--- config.mk ---
export PLATFORM = sky130hd
export DESIGN_NAME = johnson_decoder
export DESIGN_NICKNAME = d
export VERILOG_FILES = /design/src/rtl/johnson_decoder.sv
export SDC_FILE = /design/constraint.sdc
export NUM_CORES = 1
export LEC_CHECK = 0
export CAP_MARGIN = 20
export CELL_PAD_IN_SITES_DETAIL_PLACEMENT = 0
export CELL_PAD_IN_SITES_GLOBAL_PLACEMENT = 2
export CORE_UTILIZATION = 35
export CTS_CLUSTER_SIZE = 10
export DETAILED_ROUTE_END_ITERATION = 16
export DONT_BUFFER_PORTS = 1
export PLACE_DENSITY = 0.72
export SLEW_MARGIN = 20
export SYNTH_ARGS = -nofsm -noshare
export SYNTH_HDL_FRONTEND = slang
export SYNTH_SLANG_ARGS = --single-unit
export TNS_END_PERCENT = 50
--- constraint.sdc ---
create_clock -name clk -period 7.46 [get_ports clk]
set_input_delay 1.492 -clock clk [delete_from_list [all_inputs] [get_ports clk]]
set_output_delay 1.492 -clock clk [all_outputs]
set_load 0.02 [all_outputs]
--- src/rtl/johnson_decoder.sv ---
`default_nettype none
// ============================================================================
// Module      : johnson_decoder
// Description : Samples a twisted-ring (Johnson) counter word, decodes it to a
//               binary phase index 0..2*STAGES-1, flags illegal code words,
//               checks that successive legal samples advance by exactly one
//               step, and counts completed revolutions (last phase -> 0).
//
// Ports       : clk      - system clock, rising edge
//               clear    - synchronous reset, active low
//               en       - sample strobe, capture jq this cycle
//               jq       - ring word, bit0 = first stage
//               index    - phase of the last legal sample
//               valid    - pulse: a sample was processed last cycle
//               illegal  - pulse: last sample was not a legal Johnson word
//               seq_err  - sticky: a legal sample did not follow its predecessor
//               sync     - pulse: last sample decoded to phase 0
//               revs     - completed revolutions, wraps modulo 2^CNTW
//
// Revision    : 1.0 - initial release
// ============================================================================
module johnson_decoder #(
    parameter int STAGES = 6,
    parameter int IDXW   = 4,
    parameter int CNTW   = 8
) (
    input  logic              clk,
    input  logic              clear,
    input  logic              en,
    input  logic [STAGES-1:0] jq,
    output logic [IDXW-1:0]   index,
    output logic              valid,
    output logic              illegal,
    output logic              seq_err,
    output logic              sync,
    output logic [CNTW-1:0]   revs
);

    localparam int              RING     = 2 * STAGES;
    localparam logic [IDXW-1:0] LAST_IDX = IDXW'(RING - 1);

    // The index output must be able to represent every ring phase.
    if ((1 << IDXW) < RING) begin : g_idxw_check
        $error("johnson_decoder: IDXW too small for 2*STAGES phases");
    end

    // ------------------------------------------------------------------
    // State
    // ------------------------------------------------------------------
    logic [IDXW-1:0] index_q,     index_d;
    logic            valid_q,     valid_d;
    logic            illegal_q,   illegal_d;
    logic            seq_err_q,   seq_err_d;
    logic            sync_q,      sync_d;
    logic [CNTW-1:0] revs_q,      revs_d;
    logic            have_prev_q, have_prev_d;

    // ------------------------------------------------------------------
    // Word decode
    // The ones count alone gives the phase once the msb says which half of
    // the ring we are in; legality is then a compare against the single
    // canonical pattern for that phase.
    // ------------------------------------------------------------------
    logic [IDXW-1:0]   w_dec_idx;
    logic              w_dec_legal;
    logic [STAGES-1:0] w_canon;
    int                w_ones;

    always_comb begin
        w_ones = 0;
        for (int i = 0; i < STAGES; i++) begin
            if (jq[i]) begin
                w_ones = w_ones + 1;
            end
        end

        w_canon = '0;
        for (int i = 0; i < STAGES; i++) begin
            if (jq[STAGES-1]) begin
                // Second half: low (STAGES-ones) bits zero, rest ones.
                w_canon[i] = (i >= (STAGES - w_ones));
            end else begin
                // First half: low 'ones' bits set, rest zero.
                w_canon[i] = (i < w_ones);
            end
        end

        if (jq[STAGES-1]) begin
            w_dec_idx = IDXW'(RING - w_ones);
        end else begin
            w_dec_idx = IDXW'(w_ones);
        end

        w_dec_legal = (jq == w_canon);
    end

    // Phase expected to follow the previously accepted one.
    logic [IDXW-1:0] w_succ;
    assign w_succ = (index_q == LAST_IDX) ? '0 : index_q + 1'b1;

    // ------------------------------------------------------------------
    // Next-state logic
    // ------------------------------------------------------------------
    always_comb begin
        index_d     = index_q;
        valid_d     = 1'b0;
        illegal_d   = 1'b0;
        sync_d      = 1'b0;
        seq_err_d   = seq_err_q;
        revs_d      = revs_q;
        have_prev_d = have_prev_q;

        if (en) begin
            valid_d = 1'b1;
            if (w_dec_legal) begin
                index_d     = w_dec_idx;
                sync_d      = (w_dec_idx == '0);
                have_prev_d = 1'b1;
                // Without a trusted predecessor there is nothing to compare
                // against, so neither the step check nor the wrap count apply.
                if (have_prev_q) begin
                    if (w_dec_idx != w_succ) begin
                        seq_err_d = 1'b1;
                    end
                    if ((index_q == LAST_IDX) && (w_dec_idx == '0)) begin
                        revs_d = revs_q + 1'b1;
                    end
                end
            end else begin
                // Index holds; continuity restarts at the next legal word.
                illegal_d   = 1'b1;
                have_prev_d = 1'b0;
            end
        end
    end

    // ------------------------------------------------------------------
    // State register
    // ------------------------------------------------------------------
    always_ff @(posedge clk) begin
        if (!clear) begin
            index_q     <= '0;
            valid_q     <= 1'b0;
            illegal_q   <= 1'b0;
            seq_err_q   <= 1'b0;
            sync_q      <= 1'b0;
            revs_q      <= '0;
            have_prev_q <= 1'b0;
        end else begin
            index_q     <= index_d;
            valid_q     <= valid_d;
            illegal_q   <= illegal_d;
            seq_err_q   <= seq_err_d;
            sync_q      <= sync_d;
            revs_q      <= revs_d;
            have_prev_q <= have_prev_d;
        end
    end

    assign index   = index_q;
    assign valid   = valid_q;
    assign illegal = illegal_q;
    assign seq_err = seq_err_q;
    assign sync    = sync_q;
    assign revs    = revs_q;

endmodule
`default_nettype wire

==> results.cfg <==
[outcome]
status = completed

[worst_setup_path]
max_stage_delay_ps = 580
crit_fanout = 11
crit_path_frequent_cell = ha_1
required_ps = 7650
worstSetupEndpointType = flip-flop
cpMaxStageDelayCell = xnor3_1
start_kind = input pin
path_cells = inv_1 > ha_1 > xnor3_1 > inv_1 > ha_1 > nand2b_1 > o311ai_4 > inv_2 > ha_1 > nand2b_1 > mux2i_1 > nand3_1 > a21oi_1 > a211oi_1 > o21a_1 > ha_1 > nand2b_1 > a21oi_1 > a221o_1 > a31oi_1 > o2111a_1 > nand2_1 > nor4_1 > mux2i_1
path_class = in2reg
startpoint = jq[1]
arrival_ps = 6940
r2r-start = index[0]

[routing]
drc = 0
viasPerCell = 5.806
drt_pass1_iterations = 5
wire_per_inst_um = 16.52
wl_um = 5186
drtAntennaViolNets = 0
vias = 1823
drt-initial-drc-count = 128

[place]
gp_congestion = 0.8866
dp_hpwl_um = 4014
placed_cell_area_um2 = 1999
place_ws_ps = 505.4
numPortBuffers = 0

[timing]
fmax_mhz = 148.1
layout_min_cycle_time_ps = 6750
fin_skew_ps = 7.363
rsz0062_at_grt = no
final_max_slew_viol_count = 0
setup-tns-final_ps = 0
worstMarginPinSlew_ps = 495.5
period_share_pct = 90.49
slew_headroom_pct = 66.73
setup_viol = 0
report.final.hold_viol_count = 0
fin_ws_ps = 709.6

[worst_hold_path]
hp-start = have_prev_q
hold_class = reg2reg

[final_layout]
drive_above_1_share_pct = 7.787
stdcell_area_um2 = 2046
num-fill-cells = 547
fin_nets = 268
n_antenna_cell = 0
final_common_cell = nand2_1
layout_common_cells = 24 x nand2_1, 17 x dfxtp_1, 15 x a21oi_1
post-route-util_pct = 39.06
synthToLayoutAreaGrowth_pct = 5.280

[synthesis]
ys_top_cells_by_area = dfxtp_1 18%, ha_1 9.0%, xnor2_1 5.4%
synth-seq-cells = 17
synthArstFlopShare_pct = 0
synth.top_cell.area_share_pct = 17.51
ys_seq_area_share_pct = 17.51
synth_edf_count = 0
synth_cell_types = 62
synth_cells = 245
synth_nets = 268
syn_area_per_cell_um2 = 7.931
syn_area_um2 = 1943
ys.flop_type = dfxtp_1
yosys_warnings = 0
yosysTopAreaCell = dfxtp_1

[floorplan]
die_y_um = 76.51
fp.dieArea_um2 = 5854
start_util_pct = 37.10
die_width_um = 76.51
core.rowCount = 26
coreArea_um2 = 5238
io_pins = 25

[clocking]
cts_tree = done
postCtsHoldBufs = 0
cts_setup_buffers = 0
clk_path_buf_depth = 2
cts-resized-gates = 0
root_buffer = clkbuf_8
clk_transition_reported_paths_ps = 70
clkLatencyLatePin_ps = 260
numCtsBuffers = 3
cts_sinks = 17
h-tree-depth = 1

[grt]
grt_first_pass_wirelength_um = 8631
grt_use_total_pct = 18.03
grt_pass1_vias = 1740
grt_max_degree = 19
antenna_found_initial = 0
grt_overflow = 0

[power_and_ir_drop]
p_leak_nw = 0.7727
vdd_ir_drop_max_v = 0.00006222
power_density_nw_per_um2 = 182.8

[run]
cap_viol_max_count = 0
==> registers in the layout, indices dropped and copies added (netlist names) <==
name and count:
sync 1, index 4, revs 8, have_prev_q 1
illegal 1, valid 1, seq_err 1
==> cells in the mapped netlist (all sizes together), types with 3 or more instances <==
master,number
or3,3
nand2b,8
a211o,3
buf,5
nor2b,3
ha,14
or4,4
nand4,4
nor3,10
o21a,3
inv,14
a31o,3
clkinv,3
nor2,13
a21oi,15
nand3,13
dfxtp,17
clkbuf,3
a31oi,3
o21ai,11
o2111a,3
o31ai,5
nand2,24
nor4,3
mux2i,9
xnor2,13
==> stage by stage <==
step | total power [mW] | hold slack, ps | cells
after global placement | 0.3109 | 525.2 | 310
final | 0.3739 | 528.7 | 314
after detailed placement | 0.3034 | 524.9 | 310
after global routing | 0.4021 | 573.3 | 314
after CTS | 0.3761 | 537.5 | 314
after floorplan | 0.2617 | 484.6 | 245
==> metal layers <==
metal	global-route usage, %	up-vias	routed length (um)
met3	3.234	4	186
met5	0	-	0
li1	-	912	-
met2	28.83	36	2302
met4	3.654	0	30
met1	25.16	871	2667
==> critical path: cells and delay by family <==
kind	cells	cell delay [ps]
AO/OA/AOI/OAI	8	1730
XOR/XNOR	1	580
adder cells (fa/ha/maj)	4	1250
buffers and inverters	3	300
multiplexers	2	340
AND/OR/NAND/NOR	6	1240
==> power breakdown <==
part	leakage, nW	switching [mW]	internal [mW]
Clock	0.0255	0.0323	0.0371
Sequential	0.138	0.00440	0.0928
Combinational	0.610	0.121	0.0866
Total	0.773	0.158	0.216
==> final cells by class <==
| class | instances | area (um2) | area share, % |
|---|---|---|---|
| clock buffer | 3 | 41.29 | 2.018 |
| timing repair buffer | 3 | 22.52 | 1.101 |
| multi-input combinational | 203 | 1485 | 72.60 |
| sequential | 17 | 340.3 | 16.64 |
| tap | 70 | 87.58 | 4.281 |
| clock inverter | 1 | 5.005 | 0.2446 |
| inverter | 17 | 63.81 | 3.119 |
==> logic make-up after synthesis <==
| logic type | share of synthesized area, % |
|---|---|
| other | 0.1930 |
| DFF | 17.51 |
| adders and majority gates | 9.015 |
| and+or+nand+nor | 28.40 |
| muxes | 4.636 |
| buffers and inverters | 6.052 |
| AOI/OAI and AO/OA | 24.73 |
| xor gates and xnor gates | 9.466 |
==> worst paths after layout <==
| check | endpoint | slack, ps | cells past startpoint |
|---|---|---|---|
| worst max-delay path | revs[7] | 710 | 24 |
| worst max register to register | revs[5] | 5160 | 5 |
| worst min register to register | have_prev_q | 530 | 2 |
| worst min-delay path | have_prev_q | 530 | 2 |
Power figures use the tool's default switching activity.
